[src/rtl/vram_arbiter.sv]
// vram_arbiter: shares one single-port VRAM between the display fetch path
// and a pixel-writer requester. The display always wins a free cycle; the
// writer gets whatever is left through a req/ack handshake. All RAM-facing
// outputs are registered so the RAM sees clean, glitch-free control.
module vram_arbiter #(
  parameter int DATA_W = 8,
  parameter int X_MAX  = 127,
  parameter int Y_MAX  = 95
) (
  input  logic              clk,
  input  logic              rst,
  input  logic [6:0]        x_pixel,
  input  logic [6:0]        y_pixel,
  input  logic              video_on,
  input  logic              wr_req,
  input  logic [6:0]        wr_x,
  input  logic [6:0]        wr_y,
  input  logic [DATA_W-1:0] wr_data,
  output logic              wr_ack,
  output logic              wr_err,
  output logic              ram_en,
  output logic              ram_we,
  output logic [13:0]       ram_addr,
  output logic [DATA_W-1:0] ram_wdata,
  input  logic [DATA_W-1:0] ram_rdata,
  output logic [DATA_W-1:0] pixel_data,
  output logic              pixel_valid
);

  // Coordinate limits narrowed to the port width so the range compare is
  // a plain 7-bit comparison.
  localparam logic [6:0] X_LIM = 7'(X_MAX);
  localparam logic [6:0] Y_LIM = 7'(Y_MAX);

  typedef enum logic [1:0] {
    IDLE  = 2'd0,
    READ  = 2'd1,
    WRITE = 2'd2
  } state_t;

  state_t              state_q, state_d;
  logic [13:0]         last_coord_q, last_coord_d;
  logic                last_valid_q, last_valid_d;
  logic                capture_q, capture_d;
  logic                ram_en_q, ram_en_d;
  logic                ram_we_q, ram_we_d;
  logic [13:0]         ram_addr_q, ram_addr_d;
  logic [DATA_W-1:0]   ram_wdata_q, ram_wdata_d;
  logic                wr_ack_q, wr_ack_d;
  logic                wr_err_q, wr_err_d;
  logic [DATA_W-1:0]   pixel_data_q, pixel_data_d;
  logic                pixel_valid_q, pixel_valid_d;

  logic [13:0]         disp_coord;
  logic                disp_pend;
  logic                wr_oob;

  // A fetch is owed whenever the display is live and the cell it shows is
  // not the one last fetched (or nothing has been fetched since reset).
  always_comb begin
    disp_coord = {y_pixel, x_pixel};
    disp_pend  = video_on && (!last_valid_q || (disp_coord != last_coord_q));
    wr_oob     = (wr_x > X_LIM) || (wr_y > Y_LIM);
  end

  // Arbitration FSM: every access state lasts one cycle and falls back to
  // IDLE, which keeps ram_en from ever being high two cycles running and
  // spaces writer acks at least two cycles apart.
  always_comb begin
    state_d      = IDLE;
    ram_en_d     = 1'b0;
    ram_we_d     = 1'b0;
    ram_addr_d   = ram_addr_q;
    ram_wdata_d  = ram_wdata_q;
    wr_ack_d     = 1'b0;
    wr_err_d     = 1'b0;
    last_coord_d = last_coord_q;
    last_valid_d = last_valid_q;
    case (state_q)
      IDLE: begin
        if (disp_pend) begin
          state_d      = READ;
          ram_en_d     = 1'b1;
          ram_addr_d   = disp_coord;
          last_coord_d = disp_coord;
          last_valid_d = 1'b1;
        end else if (wr_req) begin
          state_d  = WRITE;
          wr_ack_d = 1'b1;
          if (wr_oob) begin
            wr_err_d = 1'b1;
          end else begin
            ram_en_d    = 1'b1;
            ram_we_d    = 1'b1;
            ram_addr_d  = {wr_y, wr_x};
            ram_wdata_d = wr_data;
          end
        end
      end
      READ:    state_d = IDLE;
      WRITE:   state_d = IDLE;
      default: state_d = IDLE;
    endcase
  end

  // Pixel path: capture read data the cycle after a READ, but drop it (and
  // anything already shown) as soon as the display blanks.
  always_comb begin
    capture_d     = (state_q == READ) && video_on;
    pixel_data_d  = pixel_data_q;
    pixel_valid_d = pixel_valid_q;
    if (!video_on) begin
      pixel_data_d  = '0;
      pixel_valid_d = 1'b0;
    end else if (capture_q) begin
      pixel_data_d  = ram_rdata;
      pixel_valid_d = 1'b1;
    end
  end

  // State and output registers; reset aborts any access in flight.
  always_ff @(posedge clk or posedge rst) begin
    if (rst) begin
      state_q       <= IDLE;
      last_coord_q  <= '0;
      last_valid_q  <= 1'b0;
      capture_q     <= 1'b0;
      ram_en_q      <= 1'b0;
      ram_we_q      <= 1'b0;
      ram_addr_q    <= '0;
      ram_wdata_q   <= '0;
      wr_ack_q      <= 1'b0;
      wr_err_q      <= 1'b0;
      pixel_data_q  <= '0;
      pixel_valid_q <= 1'b0;
    end else begin
      state_q       <= state_d;
      last_coord_q  <= last_coord_d;
      last_valid_q  <= last_valid_d;
      capture_q     <= capture_d;
      ram_en_q      <= ram_en_d;
      ram_we_q      <= ram_we_d;
      ram_addr_q    <= ram_addr_d;
      ram_wdata_q   <= ram_wdata_d;
      wr_ack_q      <= wr_ack_d;
      wr_err_q      <= wr_err_d;
      pixel_data_q  <= pixel_data_d;
      pixel_valid_q <= pixel_valid_d;
    end
  end

  assign ram_en      = ram_en_q;
  assign ram_we      = ram_we_q;
  assign ram_addr    = ram_addr_q;
  assign ram_wdata   = ram_wdata_q;
  assign wr_ack      = wr_ack_q;
  assign wr_err      = wr_err_q;
  assign pixel_data  = pixel_data_q;
  assign pixel_valid = pixel_valid_q;

endmodule

[config.mk]
export PLATFORM = sky130hd
export DESIGN_NAME = vram_arbiter
export DESIGN_NICKNAME = d
export VERILOG_FILES = /design/src/rtl/vram_arbiter.sv
export SDC_FILE = /design/constraint.sdc
export NUM_CORES = 1
export LEC_CHECK = 0
export ABC_CLOCK_PERIOD_IN_PS = 5900
export CAP_MARGIN = 10
export CORE_MARGIN = 5
export CORE_UTILIZATION = 30
export CTS_BUF_LIST = sky130_fd_sc_hd__clkbuf_4
export CTS_CLUSTER_SIZE = 12
export DETAILED_ROUTE_END_ITERATION = 12
export GPL_TIMING_DRIVEN = 0
export MAX_ROUTING_LAYER = met4
export PLACE_DENSITY = 0.57
export SYNTH_ARGS = -nofsm -noshare
export SYNTH_HDL_FRONTEND = slang
export SYNTH_SLANG_ARGS = --single-unit
[constraint.sdc]
create_clock -name clk -period 5.9 [get_ports clk]
set_input_delay 1.18 -clock clk [delete_from_list [all_inputs] [get_ports clk]]
set_output_delay 1.18 -clock clk [all_outputs]
set_load 0.005 [all_outputs]
; After elaboration in Yosys (flattened, before gate mapping)
; Cells that the tools add are included.
[word_totals]
regBits = 53
in_bits = 48
[op_classes]
n_lt_le_gt_ge = 2
n_eq_ne = 4
muxes = 23
n_bitwise = 2
n_reduce_logical = 10
[ops]
columns = cell, count
row1 = $mux W14, 3
row2 = $mux W8, 2
row3 = $mux W1, 15
row4 = $gt A7 B7 Y1 const B, 2
row5 = $ne A14 B14 Y1, 1
row6 = $mux W2, 3
row7 = $reduce_and A4 Y1, 1
row8 = $reduce_and A3 Y1, 1
row9 = $eq A2 B1 Y1 const B, 1
row10 = $logic_and A1 B1 Y1, 2
row11 = $logic_not A2 Y1, 1
row12 = $logic_or A1 B1 Y1, 2
row13 = $ne A2 B1 Y1 const B, 1
row14 = $ne A2 B2 Y1 const B, 1
row15 = $not A1 Y1, 2
row16 = $reduce_and A2 Y1, 1
row17 = $reduce_bool A2 Y1, 1
row18 = $logic_not A1 Y1, 1

; Longest topological paths before layout
; Gate-level depths: netlist (run 1).
[depth]
depth_word = 6
depth_mapped = 7
depth_no_buf = 6

; Worst setup path before layout (run 1)
; No wires, ideal clock.
[synth_path]
kind = input-to-reg
start = in y_pixel[1]
end = reg ram_wdata_q[0] (netlist: ram_wdata[0])
setup_ps = 125
arrival_ps = 2831
required_ps = 5775
path_slack_ps = 2943
path_stages = 7
path_buffers = 1
path_cell_list = xor2_1 nor4_2 nand4_1 or3_4 a21bo_4 buf_6 mux2_4
[synth_between]
elab_chain_cells = 5
[synth_lines]
columns = item, line_no
row1 = start: declaration, 13  ; input logic [6:0] y_pixel,
row2 = $ne A14 B14 Y1, 62  ; disp_pend = video_on && (!last_valid_q || (disp_coord != last_coord_q));
row3 = $logic_or A1 B1 Y1, 62
row4 = $logic_and A1 B1 Y1, 62
row5 = $not A1 Y1 (no line), -
row6 = $reduce_and A4 Y1 (no line), -
row7 = end signal: assignment, 144  ; ram_wdata_q <= ram_wdata_d;
row8 = end: declaration, 48  ; logic [DATA_W-1:0] ram_wdata_q, ram_wdata_d;
; Every way passes these cells.
; A chain may end at the register's enable or synchronous reset.

; Worst setup path in the final report (run 1)
[layout_path]
start = in x_pixel[0]
end = reg ram_addr_q[12] (netlist: ram_addr[12])
[layout_between]
elab_chain_cells = 5
elab_cells_between_ends = 7
cone_classes = 2 x eq/ne / 1 x mux / 4 x reduce/logical
[layout_lines]
columns = item, line_no
row1 = start: declaration, 12  ; input logic [6:0] x_pixel,
row2 = $ne A14 B14 Y1 (*), 62
row3 = $logic_or A1 B1 Y1 (*), 62
row4 = $logic_and A1 B1 Y1 (*), 62
row5 = $ne A2 B2 Y1 (no line) / $reduce_bool A2 Y1 (equally long branches), -
row6 = $reduce_and A3 Y1 (no line), -
row7 = end signal: assignment, 143  ; ram_addr_q <= ram_addr_d;
row8 = end: declaration, 47  ; logic [13:0] ram_addr_q, ram_addr_d;
; Every way passes the cells marked *; elsewhere a longest branch is shown, timed or not.

==> results of run 1 <==
-- cell type report --
cell class,instances,area [um2]
fill,670,4030
sequential,52,1300
multi-input combinational,111,922
timing repair buffer,83,841
tap,99,124
buffer,9,45.0
clock buffer,5,37.5
clock inverter,2,12.5
inverter,3,11.3
antenna,1,2.50
-- worst min-delay path by stage --
stage	slack, ns	depth (start not counted)	end	start
2_1_floorplan	0.43	1	last_valid_q$_DFFE_PP0P_	last_valid_q$_DFFE_PP0P_
3_5_place_dp	0.46	1	last_valid_q$_DFFE_PP0P_	last_valid_q$_DFFE_PP0P_
3_3_place_gp	0.45	1	last_valid_q$_DFFE_PP0P_	last_valid_q$_DFFE_PP0P_
5_1_grt	0.50	1	last_valid_q$_DFFE_PP0P_	last_valid_q$_DFFE_PP0P_
4_1_cts	0.49	1	last_valid_q$_DFFE_PP0P_	last_valid_q$_DFFE_PP0P_
6_report	0.50	1	last_valid_q$_DFFE_PP0P_	last_valid_q$_DFFE_PP0P_
-- registers in the layout (all words and copies together), names as in the netlist, 2 cells and up --
register	cells
ram_addr	14
pixel_data	8
state_q	2
last_coord_q	14
ram_wdata	8
-- cells by family (layout without fill, tap and decap cells) --
family	Yosys count	count (layout)	share of synthesized area, %
muxes	30	30	15.2
AOI/OAI and AO/OA	19	19	9.33
buffers and inverters	12	102	2.47
and+or+nand+nor	48	48	10.5
DFF	52	52	57.1
other	0	1	0
xor gates and xnor gates	14	14	5.38
-- where the power goes --
group | total, mW | leakage [nW] | switching [mW] | internal (mW)
clock | 0.156 | 0.0271 | 0.112 | 0.0438
sequential | 0.440 | 0.621 | 0.0298 | 0.411
combinational | 0.254 | 0.688 | 0.0878 | 0.166
total | 0.850 | 1.34 | 0.230 | 0.620
-- critical path, cell delays in order --
cell	delay (ns)
clkdlybuf4s50_1	0.45
xor2_1	0.18
nor4_2	0.31
nand4_1	0.22
o31ai_4	0.48
clkbuf_1	0.50
nand2_1	0.11
o221a_2	0.15
-- synthesized netlist by cell type --
cell type and n:
or3_4 1, xnor2_1 10, nor2b_1 8, mux2i_1 8, nor2_1 15, o221a_2 14
a21oi_1 2, buf_2 3, nand2b_1 1, and3b_1 1, inv_1 3, mux2_4 5
buf_6 1, o31ai_4 1, xor2_1 4, clkbuf_1 5, nor3b_1 1, nand4_1 3
nor4_2 1, dfrtp_1 52, nand2_1 15, a21bo_4 1, o21a_1 1, mux2_2 17
and3_1 1, or2_2 1
-- metrics by stage --
| step | utilization, % | setup WS (ns) | power (mW) | cells |
|---|---|---|---|---|
| detailed placement | 44.3 | 2.13 | 0.706 | 357 |
| CTS | 44.9 | 2.54 | 0.867 | 364 |
| global route | 45.0 | 2.37 | 0.908 | 365 |
| global placement | 44.0 | 2.10 | 0.702 | 356 |
| finish | 45.0 | 2.58 | 0.850 | 365 |
| floorplan | - | 2.94 | 0.568 | 175 |
-- routing by layer --
metal  share of wire [%]  vias up  routed length [um]
li1                    -      793                   -
met2                  46       47                2560
met1                  49      786                2770
met5                   0        -                   0
met3                 3.8        6                 214
met4                 1.5        0                  82
==> flow_summary.yaml, run 1 <==
sta:
  finalWorstPathRequiredPeriod_ns: 3.32
  fmax_mhz: 301
  fin_skew_ns: 0.0177
  drv_slew: 0
  slew_headroom_pct: 58.5
  worst_hold_slack_ns: 0.502
  rsz0062_at_grt: "no"
  tns_ns: 0
  min_period_over_period_pct: 56.3
  worst_pin_slew_ns: 0.623
  finalSetupViolations: 0
  hold_violations: 0
clock_tree:
  htreeDepth: 2
  ctsHoldBuffers: 0
  root_buffer: "clkbuf_4"
  clkSinkCount: 52
  clock_latency_ns: 0.37
  ctsLongestPathBuffers: 2
  clkSlewWorstSetupHoldPaths_ns: 0.14
  cts_tree: "done"
  numCtsBuffers: 5
  post-cts-setup-buffers: 0
  cts_resized: 0
setup_path:
  reg2reg_setup_slack_ns: 3.44
  critPathLaunch: "x_pixel[0]"
  r2r-start: "last_coord_q[8]$_DFFE_PP0P_"
  rr_worst_depth: 7
  critical_path_peak_fanout: 10
  startpoint_type: "primary input"
  crit_required_ns: 6.16
  cp-end-kind: "flip-flop"
  crit_type: "primary input to flip-flop"
  arrival_ns: 3.58
  reg2reg_to: "ram_addr[12]$_DFFE_PP0P_"
  critPathCapture: "ram_addr[12]$_DFFE_PP0P_"
drt:
  drc_errors: 0
  postRouteAntennaNets: 0
  drtIter0Drc: 55
  dr.pass1.iters: 4
  viasPerCell: 4.47
  vias: 1632
  detail_route.wl_per_cell_um: 15.4
  finalWirelength_um: 5630
synthesis:
  synth_area_leaders: "dfrtp_1 57%, mux2_2 8.4%, o221a_2 6.9%"
  synth-seq-cells: 52
  synth_area_per_cell_um2: 13.0
  yosysUniqueCellTypes: 26
  syn_nets: 223
  syn_inst: 175
  synth_top_area_share_pct: 57.1
  syn_area_um2: 2280
  yosys.area.top_type: "dfrtp_1"
  synth-seq-area-share_pct: 57.1
  ys_warn_count: 0
floorplanning:
  fp.dieArea_um2: 9440
  die_w_um: 97.2
  core_region_area_um2: 7330
  io_pins: 83
  row_count: 31
  initial_utilization_pct: 31.1
  die_h_um: 97.2
power:
  leakagePower_nw: 1.34
  ir_drop_mv: 0.105
  power.density_nw_per_um2: 258
worst_hold_path:
  hp-class: "flip-flop to flip-flop"
global_routing:
  grt.total_usage_pct: 12.8
  grt_util_met1_pct: 17.4
  globalRoute.busiestLayer: "met2"
  met2_usage_pct: 18.3
  grt_pass1_wl_um: 9380
  gr-usage-met3_pct: 3.02
  grt_max_degree: 28
  grt_pass1_vias: 1731
  antenna_found_initial: 1
  grt_overflow_total: 0
cells_and_area:
  syn2layout_area_growth_pct: 44.6
  layout_commonest_cell: "clkdlybuf4s50_1"
  nets: 313
  final_cell_mix: "82 x clkdlybuf4s50_1, 52 x dfrtp_1, 17 x mux2_2, 15 x nor2_1, 15 x nand2_1"
  final_area_um2: 3300
  drive_gt1_share_pct: 20.4
placement:
  dp_hpwl_um: 4190
  gp_congestion: 0.724
  port_buffers: 82
  dpl-instance-area_um2: 3240
run:
  cap_viol_max_count: 0
run_status:
  status: "completed"
No activity file was read; power rests on OpenSTA's default activity.
==> run 2, diff against run 1 <==
Settings changed: ABC_CLOCK_PERIOD_IN_PS 5900 to 3470.
Clock period 5.9 ns to 3.47 ns, I/O delays scaled along.
==> results of run 2 <==
The final DEF is identical to that of run 1. Status: completed.
Main changes from that run: setup slack after placement 2.13 ns -> 0.185 ns; setup slack after layout 2.58 ns -> 0.634 ns; register-to-register setup slack 3.44 ns -> 1.01 ns; total power 0.850 mW -> 1.45 mW; worst IR drop on VDD 0.105 mV -> 0.178 mV
==> run 3, diff against run 2 <==
Settings changed: ABC_CLOCK_PERIOD_IN_PS 3470 to 2700.
Clock period 3.47 ns to 2.7 ns, I/O delays scaled along.
==> flow_summary.yaml, run 3 (synthesis gave the netlist of run 1 again) <==
power:
  p_sw_mw: 0.503
  ir_drop_mv: 0.225
  leakagePower_nw: 1.36
  clockPowerShare_pct: 18.3
  p_comb_share_pct: 30.0
  power.internal_mw: 1.36
  p_seq_share_pct: 51.6
  finalPower_mw: 1.86
  sw_frac_of_total_pct: 27.0
  power.density_nw_per_um2: 561
sta:
  slew_headroom_pct: 58.3
  finalSetupViolations: 0
  fin_skew_ns: 0.0194
  min_period_over_period_pct: 96.7
  drv_slew: 0
  worst_hold_slack_ns: 0.502
  rsz0062_at_grt: "no"
  hold_violations: 0
  setup_slack_ns: 0.0902
  fmax_mhz: 383
  worst_pin_slew_ns: 0.626
  finalWorstPathRequiredPeriod_ns: 2.61
drt:
  drtIter0Drc: 57
  dr.pass1.iters: 4
  vias: 1636
  wl_met1_um: 2760
  drc_errors: 0
  dr.max_layer_used: "met4"
  viasPerCell: 4.45
  detail_route.wl_per_cell_um: 15.3
  finalWirelength_um: 5620
  met2WireLength_um: 2560
  postRouteAntennaNets: 0
  dr_wl_met3_um: 219
placement:
  dp_slack_ns: -0.431
  dp.cells: 357
  port_buffers: 82
  gp_congestion: 0.724
  dp_hpwl_um: 4190
  dpl-instance-area_um2: 3240
cells_and_area:
  final_cell_mix: "82 x clkdlybuf4s50_1, 52 x dfrtp_1, 17 x mux2_2, 15 x nor2_1, 15 x nand2_1"
  nets: 316
  syn2layout_area_growth_pct: 45.7
  final.fill_count: 670
  layoutNonFillerInstCount: 368
  drive_gt1_share_pct: 22.0
  final_area_um2: 3320
  layout_commonest_cell: "clkdlybuf4s50_1"
floorplanning:
  fp.dieArea_um2: 9440
  die_h_um: 97.2
  initial_utilization_pct: 31.1
  io_pins: 83
  core_region_area_um2: 7330
  row_count: 31
  die_w_um: 97.2
setup_path:
  slowest_delay_ns: 0.45
  path_buf_inv: 2
  cp-end-kind: "flip-flop"
  arrival_ns: 2.86
  crit_family: "simple AND/OR/NAND/NOR gates"
  critical_path_peak_fanout: 10
  startpoint_type: "primary input"
  crit_required_ns: 2.95
  crit_type: "primary input to flip-flop"
  crit_chain: "clkdlybuf4s50_1 > xor2_1 > nor4_2 > nand4_1 > or3_4 > a21bo_4 > buf_6 > mux2_4"
  slowest_stage: "clkdlybuf4s50_1"
worst_hold_path:
  hp-class: "flip-flop to flip-flop"
clock_tree:
  clkSlewWorstSetupHoldPaths_ns: 0.14
  numCtsBuffers: 5
  clkSinkCount: 52
  cts_tree: "done"
  clock_latency_ns: 0.37
  htreeDepth: 2
  ctsLongestPathBuffers: 2
  root_buffer: "clkbuf_4"
global_routing:
  grt_overflow_total: 0
  grt_max_degree: 28
  antenna_found_initial: 1
  grt_pass1_wl_um: 9380
  grt.total_usage_pct: 12.8
  grt_pass1_vias: 1731
run:
  cap_viol_max_count: 0
run_status:
  status: "completed"
[run 3: changes by cell type in the layout (fill, tap and decap cells not counted), sizes merged]
| cell | delta |
|---|---|
| buf | +3 |
[run 3: cell type report]
cell class                      count  area (um2)  area share, %
Sequential cell                    52        1300           39.2
Multi-Input combinational cell    111         922           27.8
Timing Repair Buffer               86         863           26.0
Tap cell                           99         124           3.73
Buffer                              9        47.5           1.43
Clock buffer                        5        37.5           1.13
Clock inverter                      2        12.5          0.377
Inverter                            3        11.3          0.339
Antenna cell                        1        2.50         0.0753
[run 3: through the flow]
| stage | setup TNS [ns] | utilization, % |
|---|---|---|
| 2_1_floorplan | 0 | - |
| 3_3_place_gp | -23.76 | 44.0 |
| 3_5_place_dp | -11.69 | 44.3 |
| 4_1_cts | 0 | 45.0 |
| 5_1_grt | 0 | 45.3 |
| 6_report | 0 | 45.3 |
[run 3: timing repair]
item	4_1_cts	5_1_grt
hold buffers	0	0
pin swaps	0	1
endpoints found under the setup margin	3	21
buffers inserted	0	3
cloned	0	0
resized for setup	1	2
[run 3: final timing paths]
kind                            cells past startpoint                           to                        start  slack (ns)
worst max-delay path                                8     ram_wdata[1]$_DFFE_PP0P_                   x_pixel[0]        0.09
worst min-delay path                                1     last_valid_q$_DFFE_PP0P_     last_valid_q$_DFFE_PP0P_        0.50
worst max register to register                      7     ram_wdata[1]$_DFFE_PP0P_  last_coord_q[8]$_DFFE_PP0P_        0.31
worst min register to register                      1     last_valid_q$_DFFE_PP0P_     last_valid_q$_DFFE_PP0P_        0.50
max in group asynchronous                           3  last_coord_q[9]$_DFFE_PP0P_                          rst        1.61
min in group asynchronous                           2      ram_addr[4]$_DFFE_PP0P_                          rst        0.53
[run 3: routing by layer]
| metal | global-route usage, % | up-vias |
|---|---|---|
| met5 | - | - |
| met4 | 5.18 | 0 |
| met3 | 3.02 | 6 |
| met2 | 18.3 | 47 |
| met1 | 17.4 | 782 |
| li1 | - | 801 |
[run 3: power groups by stage]
| stage | Combinational, mW | Sequential (mW) | Clock, mW |
|---|---|---|---|
| 6_report | 0.560 | 0.962 | 0.342 |
| 2_1_floorplan | 0.261 | 0.980 | 0 |
| 3_3_place_gp | 0.558 | 0.975 | 0 |
| 4_1_cts | 0.567 | 0.963 | 0.366 |
| 5_1_grt | 0.611 | 0.980 | 0.399 |
| 3_5_place_dp | 0.565 | 0.978 | 0 |
